## src/rtl/irq_pending_ctrl.sv

```systemverilog
// irq_pending_ctrl
//   Captures four asynchronous request lines and latches their rising edges
//   as pending bits. It drives the masked pending bits onto an external
//   4-input priority encoder and reads the encoder result back. It then
//   runs an IRQ/acknowledge handshake with the consumer and clears the
//   served pending bit when the consumer acknowledges.
//
// Ports
//   clk        system clock; all state changes on the rising edge
//   rst_n      asynchronous active-low reset
//   req[3:0]   raw asynchronous requests (bit3=a ... bit0=d, a highest)
//   mask[3:0]  1 = source enabled; gates the pend_* outputs only
//   pend_a..d  masked pending bits, wired to encoder inputs a..d
//   enc_code   encoder index (3=a, 2=b, 1=c, 0=d)
//   enc_valid  encoder valid (any pend_* high)
//   irq        service request to the consumer
//   vec[1:0]   index of the source being served; stable while irq=1
//   ack        consumer acknowledge (level)
//   ovr[3:0]   sticky per-source overrun flags
//   clr_ovr    synchronous clear of all ovr bits
module irq_pending_ctrl (
  input  logic       clk,
  input  logic       rst_n,
  input  logic [3:0] req,
  input  logic [3:0] mask,
  output logic       pend_a,
  output logic       pend_b,
  output logic       pend_c,
  output logic       pend_d,
  input  logic [1:0] enc_code,
  input  logic       enc_valid,
  output logic       irq,
  output logic [1:0] vec,
  input  logic       ack,
  output logic [3:0] ovr,
  input  logic       clr_ovr
);

  typedef enum logic [1:0] {
    ST_IDLE,
    ST_ASSERT,
    ST_HOLD
  } state_t;

  state_t     state;

  logic [3:0] s1;
  logic [3:0] s2;
  logic [3:0] prev;
  logic [3:0] pnd;
  logic [3:0] ovr_q;

  logic [3:0] rise;
  logic [3:0] clr_vec;
  logic [3:0] pnd_nxt;
  logic [3:0] ovr_set;
  logic [3:0] ovr_nxt;

  // The acknowledge clears only the bit being served. A new edge on the
  // same source in the same cycle wins, so that request is not lost.
  always_comb begin
    rise    = s2 & ~prev;
    clr_vec = '0;
    if (state == ST_ASSERT && ack) begin
      clr_vec = 4'b0001 << vec;
    end
    pnd_nxt = (pnd & ~clr_vec) | rise;
    // An edge on a bit that is still pending (and not being served away
    // this cycle) means an earlier request was merged: flag it. The set
    // beats a coincident clr_ovr.
    ovr_set = rise & pnd & ~clr_vec;
    ovr_nxt = ovr_set | (clr_ovr ? 4'b0000 : ovr_q);
  end

  always_ff @(posedge clk or negedge rst_n) begin
    if (!rst_n) begin
      s1    <= '0;
      s2    <= '0;
      prev  <= '0;
      pnd   <= '0;
      ovr_q <= '0;
    end else begin
      s1    <= req;
      s2    <= s1;
      prev  <= s2;
      pnd   <= pnd_nxt;
      ovr_q <= ovr_nxt;
    end
  end

  // vec is latched only on leaving IDLE, so mask/pend changes while a
  // source is being served cannot disturb the handshake.
  always_ff @(posedge clk or negedge rst_n) begin
    if (!rst_n) begin
      state <= ST_IDLE;
      irq   <= 1'b0;
      vec   <= '0;
    end else begin
      case (state)
        ST_IDLE: begin
          if (enc_valid) begin
            vec   <= enc_code;
            irq   <= 1'b1;
            state <= ST_ASSERT;
          end
        end
        ST_ASSERT: begin
          if (ack) begin
            irq   <= 1'b0;
            state <= ST_HOLD;
          end
        end
        ST_HOLD: begin
          if (!ack) begin
            state <= ST_IDLE;
          end
        end
        default: begin
          irq   <= 1'b0;
          state <= ST_IDLE;
        end
      endcase
    end
  end

  assign pend_a = pnd[3] & mask[3];
  assign pend_b = pnd[2] & mask[2];
  assign pend_c = pnd[1] & mask[1];
  assign pend_d = pnd[0] & mask[0];
  assign ovr    = ovr_q;

endmodule

```

## config.mk

```make
export PLATFORM = sky130hd
export DESIGN_NAME = irq_pending_ctrl
export DESIGN_NICKNAME = d
export VERILOG_FILES = /design/src/rtl/irq_pending_ctrl.sv
export SDC_FILE = /design/constraint.sdc
export NUM_CORES = 1
export LEC_CHECK = 0
export CORE_UTILIZATION = 55
export CTS_CLUSTER_DIAMETER = 60
export CTS_CLUSTER_SIZE = 25
export DETAILED_ROUTE_END_ITERATION = 8
export DONT_BUFFER_PORTS = 1
export PLACE_DENSITY_LB_ADDON = 0.25
export REMOVE_ABC_BUFFERS = 1
export SKIP_CTS_REPAIR_TIMING = 1
export SYNTH_ARGS = -nofsm -noshare
export SYNTH_HDL_FRONTEND = slang
export SYNTH_SLANG_ARGS = --single-unit
```

## constraint.sdc

```tcl
create_clock -name clk -period 1.4 [get_ports clk]
set_input_delay 0.21 -clock clk [delete_from_list [all_inputs] [get_ports clk]]
set_output_delay 0.21 -clock clk [all_outputs]
set_load 0.05 [all_outputs]
```

### Word-level counts from Yosys, hierarchy flattened

Index checks and enable logic that the tools add are counted.

* bits in registers: 25
* latch bits: 0
* bits in writable memories: 0
* ROM bits: 0
* input port bits: 15
* output and inout port bits: 11
* word-level logic and storage cells: 41
* memories kept: 0

* add/subtract/negate cells: 0
* $mul: 0
* div/mod/pow operators: 0
* order comparisons: 0
* equality and inequality tests: 5
* shifts and indexed selects: 1
* mux-type cells: 9
* bitwise logic cells: 13
* reductions and logical operators: 5

Operator list (number)
* $and A4 B4 Y4: 4
* $mux W4: 2
* $not A4 Y4: 2
* $or A4 B4 Y4: 2
* $mux W2: 3
* $ne A2 B2 Y1 const B: 3
* $pmux W2 S3: 1
* $reduce_and A3 Y1: 2
* $and A1 B1 Y1: 4
* $shl A1 B2 Y4 const A: 1
* $pmux W1 S3: 1
* $eq A2 B1 Y1 const B: 1
* $eq A2 B2 Y1 const B: 1
* $logic_not A2 Y1: 1
* $mux W1: 2
* $reduce_and A2 Y1: 1
* $logic_and A1 B1 Y1: 1
* $not A1 Y1: 1

### Longest topological paths before layout

Gate-level depths: netlist of the first run.

* depth in word-level cells: 6
* gate-level depth with buffers: 3
* gate-level depth less buffers: 3

### Least setup slack after synthesis of the first run

OpenSTA, ideal clock, no wires.

* path kind: reg-to-reg
* from: register vec[1]
* to: register ovr_q[0], in the netlist ovr[0]
* setup time: 132 ps
* data arrival time: 1109 ps
* data required time: 1268 ps
* path slack: 160 ps
* cell stages (with the launch flop): 4
* buffers on the path: 0
* period minus slack after synthesis: 1240 ps
* cells stage by stage: dfrtp_1 nand4bb_1 o21ai_0 o22ai_1

* cells in the longest elaborated chain, start to end: 5

RTL lines
* from (decl): line 33 `output logic [1:0] vec,`
* from (signal assigned): line 102 `vec <= enc_code;`
* $shl A1 B2 Y4: line 65 `clr_vec = 4'b0001 << vec;`
* $mux W4: line 64 `if (state == ST_ASSERT && ack) begin`
* $not A4 Y4: line 71 `ovr_set = rise & pnd & ~clr_vec;`
* $and A4 B4 Y4: line 71
* $or A4 B4 Y4: line 72 `ovr_nxt = ovr_set | (clr_ovr ? 4'b0000 : ovr_q);`
* named net ovr_nxt[0]: line 57 `logic [3:0] ovr_nxt;`
* to (signal assigned): line 87 `ovr_q <= ovr_nxt;`
* to (decl): line 51 `logic [3:0] ovr_q;`

The timed path passes the listed nets, and every way through them passes these cells.
A chain may end at the register's enable or synchronous reset.

### Final worst setup path of the first run

* from: register pnd[2]
* to: output port pend_b

* cells in the longest elaborated chain, start to end: 1

RTL lines
* from (decl): line 50 `logic [3:0] pnd;`
* from (signal assigned): line 86 `pnd <= pnd_nxt;`
* $and A1 B1 Y1: line 127 `assign pend_b = pnd[2] & mask[2];`
* to (decl): line 27 `output logic pend_b,`

No other way between the ends.

==> impl_metrics.yaml, run 1 <==
detailed_routing:
  antenna_left: 0
  drtIter0Drc: 3
  post-route-drc-count: 0
  drtPass1Iterations: 4
  dr_total_vias: 493
  wl_per_cell_um: 12.6
  wirelength_mm: 1.19
  viasPerCell: 5.19
power:
  intPower_mw: 1.24
  combPwrFrac_pct: 31.8
  pwr-share-seq_pct: 53.6
  power_density_nw_per_um2: 2020
  ir_drop_uv: 1100
  finalPower_mw: 2.08
  p_sw_share_pct: 40.4
  leakagePower_nw: 0.466
  clockPowerShare_pct: 14.5
  switching_power_mw: 0.840
sta:
  worst_pin_slew_ns: 0.483
  rsz0062_at_grt: "false"
  slew_viol_final: 0
  fin_crit_sh_pct: 94.7
  skew_ns: 0.00136
  min_period_ns: 1.33
  hold_viol_final: 0
  relSlewSlack_pct: 67.8
  fin_tns_setup_ns: 0
  layout_setup_ws_ns: 0.0740
  setup_viol: 0
  fmax_mhz: 754
placed_design:
  hpwlAfterDp_um: 846
  gp_congestion: 0.737
  place_worst_setup_slack_ns: 0.237
  place_area_um2: 922
  portBuffers: 0
  post-place-cells: 84
floorplan:
  start_util_pct: 58.4
  core-area_um2: 1510
  die_area_um2: 1760
  die-height_um: 42.0
  rows: 14
  fp.dieW_um: 42.0
  ios: 26
logic_synthesis:
  yosys.area.top_type: "dfrtp_1"
  synth_cells: 65
  syn-cell-area_um2: 880
  yosysWarningCount: 0
  postSynthRegisterBits: 25
  yosys.area.top_type_share_pct: 71.1
  synth_area_per_cell_um2: 13.5
  synth.distinct_cells: 17
  yosysSeqAreaShare_pct: 71.1
  synth_area_leaders: "dfrtp_1 71%, and2_1 3.6%, o21ai_0 3.4%"
worst_setup_path:
  path_buf_inv: 0
  criticalPathCategory: "reg -> out"
  worstPathRequired_ns: 1.19
  crit_path_max_fanout: 3
  end_kind: "output port"
  startpoint_type: "flip-flop"
  timing.critical_path.slowest_stage_cell: "and2_1"
  max_stage_delay_ns: 0.44
  timing.critical_path.from: "pnd[2]"
  path_cells: "and2_1"
  timing.rr.start: "state[0]"
  path_delay_family: "simple AND/OR/NAND/NOR gates"
  arrival_ns: 1.12
global_routing:
  first_global_vias: 420
  busiest_layer: "met1"
  grt_antenna_before_repair: 0
  use_met3_pct: 3.02
  grt_max_degree: 26
  grt_usage_pct: 15.1
  grt_overflow: 0
  grt_pass1_wl_mm: 1.96
  use_met1_pct: 23.5
  grt_use_met2_pct: 19.4
clock_network:
  clk_pin_slew_worst_paths_ns: 0.12
  clk_latency_ns: 0.30
  htreeDepth: 1
  cts.sinks: 25
  ctsLongestPathBuffers: 2
  numCtsBuffers: 3
  root_buffer: "clkbuf_4"
  tritoncts: "yes"
final_layout:
  finalNetCount: 95
  diodes: 0
  final_common_cell: "dfrtp_1"
  drive_above_1_share_pct: 15.2
  syn_to_final_growth_pct: 17.4
  layout_common_cells: "25 x dfrtp_1, 8 x inv_1, 6 x o21ai_0, 6 x dlygate4sd3_1, 5 x and2_1"
  finish.instance_area_um2: 1030
  fin_cells: 95
job:
  max-cap-violations: 0
run_status:
  status: "finished clean"
worst_hold_path:
  min_path_type: "in -> reg"
  hold_start: "ack"
[final timing paths]
| check | cells past startpoint | to | slack [ns] |
|---|---|---|---|
| max | 1 | pend_b | 0.07 |
| min | 1 | state[1] | 0.03 |
| max reg2reg | 3 | vec[1] | 0.22 |
| min reg2reg | 0 | s2[3] | 0.36 |
| max in group asynchronous | 2 | state[0] | 0.94 |
| min in group asynchronous | 2 | ovr[2] | 0.32 |
[layer usage]
layer,routed length (µm),part of all wire (%)
met1,587,49
met4,10,0.84
met3,48,4.0
met5,0,0
met2,546,46
[power groups by stage]
stage	logic (mW)	clock network, mW	registers, mW
6_report	0.662	0.303	1.12
2_1_floorplan	0.374	0	1.25
3_5_place_dp	0.631	0	1.13
3_3_place_gp	0.627	0	1.12
5_1_grt	0.710	0.349	1.14
4_1_cts	0.632	0.323	1.12
[synthesized netlist by cell type, drive strengths merged]
| cell | number |
|---|---|
| inv | 8 |
| xor2 | 1 |
| nand2 | 3 |
| or2b | 1 |
| nand2b | 4 |
| and2 | 5 |
| nand4bb | 1 |
| o21a | 1 |
| nand4b | 1 |
| dfrtp | 25 |
| o21ai | 6 |
| o22ai | 4 |
| mux2 | 2 |
| a21oi | 1 |
| nor2 | 1 |
| o2111ai | 1 |
[state kept, by name, summed over array words and instances (netlist names)]
signal and count:
ovr 4, pnd 4, prev 4, s1 4, s2 4, state 2
vec 2, irq 1
[metrics by stage]
step / hold WS, ns / utilization [%]
after CTS: -0.435 / 63.2
after global placement: -0.0851 / 61.2
after floorplan: -0.0856 / -
final: 0.0277 / 68.5
after global routing: 0.00576 / 68.5
after detailed placement: -0.0851 / 61.2
[cell type report]
type / count / area, µm²
inverter: 8 / 30.0
sequential: 25 / 626
clock inverter: 1 / 7.51
timing repair buffer: 10 / 103
clock buffer: 3 / 22.5
multi-input combinational: 32 / 224
tap: 16 / 20.0
fill: 106 / 474
[cell families (layout without fill, tap and decap cells)]
group / count (synthesis) / after routing / synth area share (%)
flip-flops: 25 / 25 / 71.1
AND/OR/NAND/NOR: 16 / 16 / 12.4
AO/OA/AOI/OAI: 13 / 13 / 8.68
buffers and inverters: 8 / 22 / 3.41
multiplexers: 2 / 2 / 3.41
XOR/XNOR: 1 / 1 / 0.996
Note: power is estimated with default switching activity, not from simulation.
==> inputs of run 2 (changes only) <==
--- a/config.mk
+++ b/config.mk
@@ -5,7 +5,10 @@
 export SDC_FILE = /design/constraint.sdc
 export NUM_CORES = 1
 export LEC_CHECK = 0
-export CORE_UTILIZATION = 55
+export CELL_PAD_IN_SITES_DETAIL_PLACEMENT = 0
+export CELL_PAD_IN_SITES_GLOBAL_PLACEMENT = 2
+export CORE_ASPECT_RATIO = 0.7
+export CORE_UTILIZATION = 38
 export CTS_CLUSTER_DIAMETER = 60
 export CTS_CLUSTER_SIZE = 25
 export DETAILED_ROUTE_END_ITERATION = 8
==> constraint.sdc (replaced) <==
create_clock -name clk -period 1.4 [get_ports clk]
set_input_delay 0.14 -clock clk [delete_from_list [all_inputs] [get_ports clk]]
set_output_delay 0.14 -clock clk [all_outputs]
set_load 0.05 [all_outputs]
==> run 2 against run 1 <==
  * Clock power up 3%
  * Non-clock buffer count up 8
  * Global-route usage down 2.6 points
  * Register-to-register slack worse by 0.02 ns
  * Die area up 43%
  * Critical path depth unchanged
  * Final cell count up 25%
  * Count of clock-buffer cells in the layout unchanged
  * Worst hold slack better by 0.011 ns
  * Critical path type unchanged
==> impl_metrics.yaml, run 2 (synthesis gave the netlist of run 1 again) <==
final_layout:
  finish.instance_area_um2: 1120
  diodes: 0
  finalNetCount: 103
  drive_above_1_share_pct: 18.4
  syn_to_final_growth_pct: 27.6
  final_common_cell: "dfrtp_1"
  layout_common_cells: "25 x dfrtp_1, 10 x dlygate4sd3_1, 8 x inv_1"
worst_setup_path:
  crit_path_max_fanout: 3
  criticalPathCategory: "reg -> out"
  timing.critical_path.slowest_stage_cell: "and2_1"
  path_delay_family: "simple AND/OR/NAND/NOR gates"
  worstPathRequired_ns: 1.26
  path_buf_inv: 0
  max_stage_delay_ns: 0.44
  path_cells: "and2_1"
  startpoint_type: "flip-flop"
  end_kind: "output port"
  arrival_ns: 1.13
clock_network:
  htreeDepth: 1
  root_buffer: "clkbuf_4"
  tritoncts: "yes"
  cts.sinks: 25
  clk_latency_ns: 0.31
  ctsLongestPathBuffers: 2
  clk_pin_slew_worst_paths_ns: 0.12
  numCtsBuffers: 3
placed_design:
  gp_congestion: 0.813
  place_area_um2: 972
  hpwlAfterDp_um: 942
  portBuffers: 0
detailed_routing:
  wirelength_met1_um: 788
  wirelength_mm: 1.39
  wl_per_cell_um: 11.7
  wl_met2_um: 530
  post-route-drc-count: 0
  antenna_left: 0
  viasPerCell: 4.39
  wl_met3_um: 60
  drtPass1Iterations: 4
  drtIter0Drc: 17
  topRoutingLayerUsed: "met4"
  dr_total_vias: 523
sta:
  rsz0062_at_grt: "false"
  relSlewSlack_pct: 66.4
  hold_viol_final: 0
  min_period_ns: 1.27
  fin_tns_setup_ns: 0
  setup_viol: 0
  fmax_mhz: 786
  slew_viol_final: 0
  skew_ns: 0.00730
  worst_pin_slew_ns: 0.507
  fin_crit_sh_pct: 90.9
floorplan:
  fp.dieW_um: 59.5
  core-area_um2: 2170
  start_util_pct: 40.5
  rows: 14
  die-height_um: 42.3
  die_area_um2: 2510
  ios: 26
global_routing:
  grt_max_degree: 26
  grt_usage_pct: 12.5
  grt_antenna_before_repair: 0
  grt_overflow: 0
  grt_pass1_wl_mm: 2.17
  first_global_vias: 434
power:
  ir_drop_uv: 774
  power_density_nw_per_um2: 1920
  leakagePower_nw: 0.503
  combPwrFrac_pct: 38.5
  p_sw_share_pct: 40.3
  pwr-share-seq_pct: 47.1
  switching_power_mw: 0.869
  intPower_mw: 1.29
  clockPowerShare_pct: 14.4
run_status:
  status: "finished clean"
worst_hold_path:
  min_path_type: "in -> reg"
job:
  max-cap-violations: 0
run 2: cell types whose count changed in the layout (fill, tap and decap cells not counted), sizes merged:
| cell | before | now |
|---|---|---|
| buf | 4 | 8 |
| dlygate4sd3 | 6 | 10 |
run 2: path summary, 6_finish.rpt:
kind	cells past startpoint	slack, ns	endpoint	from
worst max-delay path	1	0.13	pend_b	pnd[2]
min in group asynchronous	2	0.24	s1[1]	rst_n
worst min-delay path	2	0.04	irq	ack
worst min register to register	0	0.37	s2[2]	s1[2]
worst max register to register	3	0.20	vec[1]	state[0]
max in group asynchronous	2	1.02	prev[2]	rst_n
run 2: cell type report:
type	count	area (µm²)
Tap cell	32	40.0
Sequential cell	25	626
Inverter	8	30.0
Clock buffer	3	22.5
Multi-Input combinational cell	32	224
Timing Repair Buffer	18	173
Fill cell	216	1050
Clock inverter	1	7.51
run 2: power by group through the flow:
stage / clock network, mW / registers (mW) / logic, mW
global placement: 0 / 1.03 / 0.788
detailed placement: 0 / 1.03 / 0.781
floorplan: 0 / 1.25 / 0.374
finish: 0.311 / 1.01 / 0.829
global route: 0.360 / 1.05 / 0.879
CTS: 0.330 / 1.02 / 0.786
run 2: per-stage QoR:
stage | hold slack [ns] | util, % | cells | power (mW) | setup slack (ns)
after global routing | 0.0216 | 51.7 | 119 | 2.29 | 0.0581
final | 0.0386 | 51.7 | 119 | 2.15 | 0.127
after CTS | -0.520 | 46.1 | 108 | 2.13 | 0.110
after floorplan | -0.156 | - | 65 | 1.62 | 0.160
after detailed placement | -0.155 | 44.8 | 104 | 1.81 | 0.217
after global placement | -0.155 | 44.8 | 104 | 1.81 | 0.208
run 2: per-layer routing:
layer,track usage (%),vias up
met5,0,-
met3,6.48,2
li1,-,262
met2,14.2,17
met4,4.19,0
met1,19.8,242
==> inputs of run 3 (changes only) <==
--- a/config.mk
+++ b/config.mk
@@ -8,7 +8,7 @@
 export CELL_PAD_IN_SITES_DETAIL_PLACEMENT = 0
 export CELL_PAD_IN_SITES_GLOBAL_PLACEMENT = 2
 export CORE_ASPECT_RATIO = 0.7
-export CORE_UTILIZATION = 38
+export CORE_UTILIZATION = 41
 export CTS_CLUSTER_DIAMETER = 60
 export CTS_CLUSTER_SIZE = 25
 export DETAILED_ROUTE_END_ITERATION = 8
==> constraint.sdc (replaced) <==
create_clock -name clk -period 1.6 [get_ports clk]
set_input_delay 0.16 -clock clk [delete_from_list [all_inputs] [get_ports clk]]
set_output_delay 0.16 -clock clk [all_outputs]
set_load 0.05 [all_outputs]
==> run 3 against run 2 <==
  * The run now ends with design-rule violations left
  * Design area fell by 3.5%
  * Via count is 0.76% higher
  * Count of clock-buffer cells in the layout grew 1
  * Sequential share of layout area is 2.0 points higher
  * Clock skew down 0.0029 ns
  * Largest cell class unchanged
==> impl_metrics.yaml, run 3 (synthesis gave the netlist of run 1 again) <==
run_status:
  status: "complete, but fails checks"
  violations: "design-rule violations"
power:
  leakagePower_nw: 0.489
  clockPowerShare_pct: 14.3
  ir_drop_uv: 874
  intPower_mw: 1.10
  switching_power_mw: 0.739
  p_sw_share_pct: 40.1
  pwr-share-seq_pct: 51.4
  power_density_nw_per_um2: 1700
  combPwrFrac_pct: 34.4
global_routing:
  grt_pass1_wl_mm: 2.13
  grt_antenna_before_repair: 0
  grt_overflow: 0
  first_global_vias: 478
  grt_usage_pct: 13.7
  grt_max_degree: 26
final_layout:
  finalNetCount: 100
  final_common_cell: "dfrtp_1"
  fill_cells: 172
  fin_cells: 106
  syn_to_final_growth_pct: 23.2
  finish.instance_area_um2: 1080
  layout_common_cells: "25 x dfrtp_1, 10 x dlygate4sd3_1, 8 x inv_1"
  diodes: 0
  drive_above_1_share_pct: 14.3
clock_network:
  tritoncts: "yes"
  root_buffer: "clkbuf_4"
  clk_pin_slew_worst_paths_ns: 0.12
  clk_latency_ns: 0.30
  cts.sinks: 25
  ctsLongestPathBuffers: 2
  htreeDepth: 1
  numCtsBuffers: 3
floorplan:
  core-area_um2: 1940
  rows: 13
  ios: 26
  die-height_um: 40.8
  start_util_pct: 45.4
  fp.dieW_um: 57.4
  die_area_um2: 2340
job:
  max-cap-violations: 0
sta:
  setup_viol: 0
  fin_crit_sh_pct: 80.5
  worst_pin_slew_ns: 0.507
  skew_ns: 0.00443
  min_period_ns: 1.29
  fin_tns_setup_ns: 0
  relSlewSlack_pct: 66.4
  slew_viol_final: 0
  fmax_mhz: 776
  hold_viol_final: 0
  rsz0062_at_grt: "false"
worst_setup_path:
  path_buf_inv: 0
  path_delay_family: "simple AND/OR/NAND/NOR gates"
  crit_path_max_fanout: 3
  arrival_ns: 1.13
  criticalPathCategory: "reg -> out"
  timing.critical_path.slowest_stage_cell: "and2_1"
  end_kind: "output port"
  worstPathRequired_ns: 1.44
  startpoint_type: "flip-flop"
  path_cells: "and2_1"
  max_stage_delay_ns: 0.44
detailed_routing:
  wirelength_mm: 1.39
  viasPerCell: 4.97
  topRoutingLayerUsed: "met4"
  drtPass1Iterations: 6
  antenna_left: 0
  wirelength_met1_um: 679
  post-route-drc-count: 2
  wl_met3_um: 100
  wl_met2_um: 604
  wl_per_cell_um: 13.2
  drtIter0Drc: 5
  dr_total_vias: 527
placed_design:
  post-place-cells: 91
  gp_congestion: 0.736
  portBuffers: 0
  place_area_um2: 937
  hpwlAfterDp_um: 958
worst_hold_path:
  min_path_type: "in -> reg"
-- run 3: cell count changes in the layout (fill, tap and decap cells not counted), sizes merged --
cell,delta
buf,-3
clkbuf,+1
clkinvlp,-1
-- run 3: power groups by stage --
stage,Clock (mW),Sequential [mW],Combinational [mW]
finish,0.262,0.946,0.633
global route,0.303,0.970,0.680
CTS,0.276,0.949,0.600
detailed placement,0,0.963,0.596
global placement,0,0.958,0.592
floorplan,0,1.09,0.328
-- run 3: per-layer routing --
| layer | vias up | GRT usage (%) |
|---|---|---|
| li1 | 256 | - |
| met4 | 0 | 3.66 |
| met1 | 250 | 16.2 |
| met5 | - | 0 |
| met2 | 19 | 22.7 |
| met3 | 2 | 6.94 |
-- run 3: stage by stage --
stage | util, % | setup slack, ns | hold slack [ns] | power (mW)
after floorplan | - | 0.360 | -0.136 | 1.42
after global placement | 48.4 | 0.426 | -0.135 | 1.55
after detailed placement | 48.4 | 0.401 | -0.135 | 1.56
after CTS | 49.8 | 0.298 | -0.484 | 1.83
after global routing | 56.0 | 0.231 | 0.00376 | 1.95
final | 56.0 | 0.312 | 0.0177 | 1.84
-- run 3: final timing paths --
| kind | start | end | slack [ns] | cells past startpoint |
|---|---|---|---|---|
| hold reg to reg | s1[3] | s2[3] | 0.36 | 0 |
| setup reg to reg | state[0] | vec[1] | 0.39 | 3 |
| min in group asynchronous | rst_n | s1[2] | 0.25 | 2 |
| max in group asynchronous | rst_n | prev[1] | 1.20 | 2 |
| hold / removal | ack | state[0] | 0.02 | 2 |
| setup / recovery | pnd[2] | pend_b | 0.31 | 1 |
-- run 3: layout make-up --
| type | count | area, µm² | share of cell area [%] |
|---|---|---|---|
| inverters | 8 | 30.0 | 2.77 |
| repair buffers | 15 | 150 | 13.9 |
| well taps | 22 | 27.5 | 2.54 |
| flip-flops and latches | 25 | 626 | 57.7 |
| multi-input cells | 32 | 224 | 20.7 |
| clock buffers | 4 | 26.3 | 2.42 |
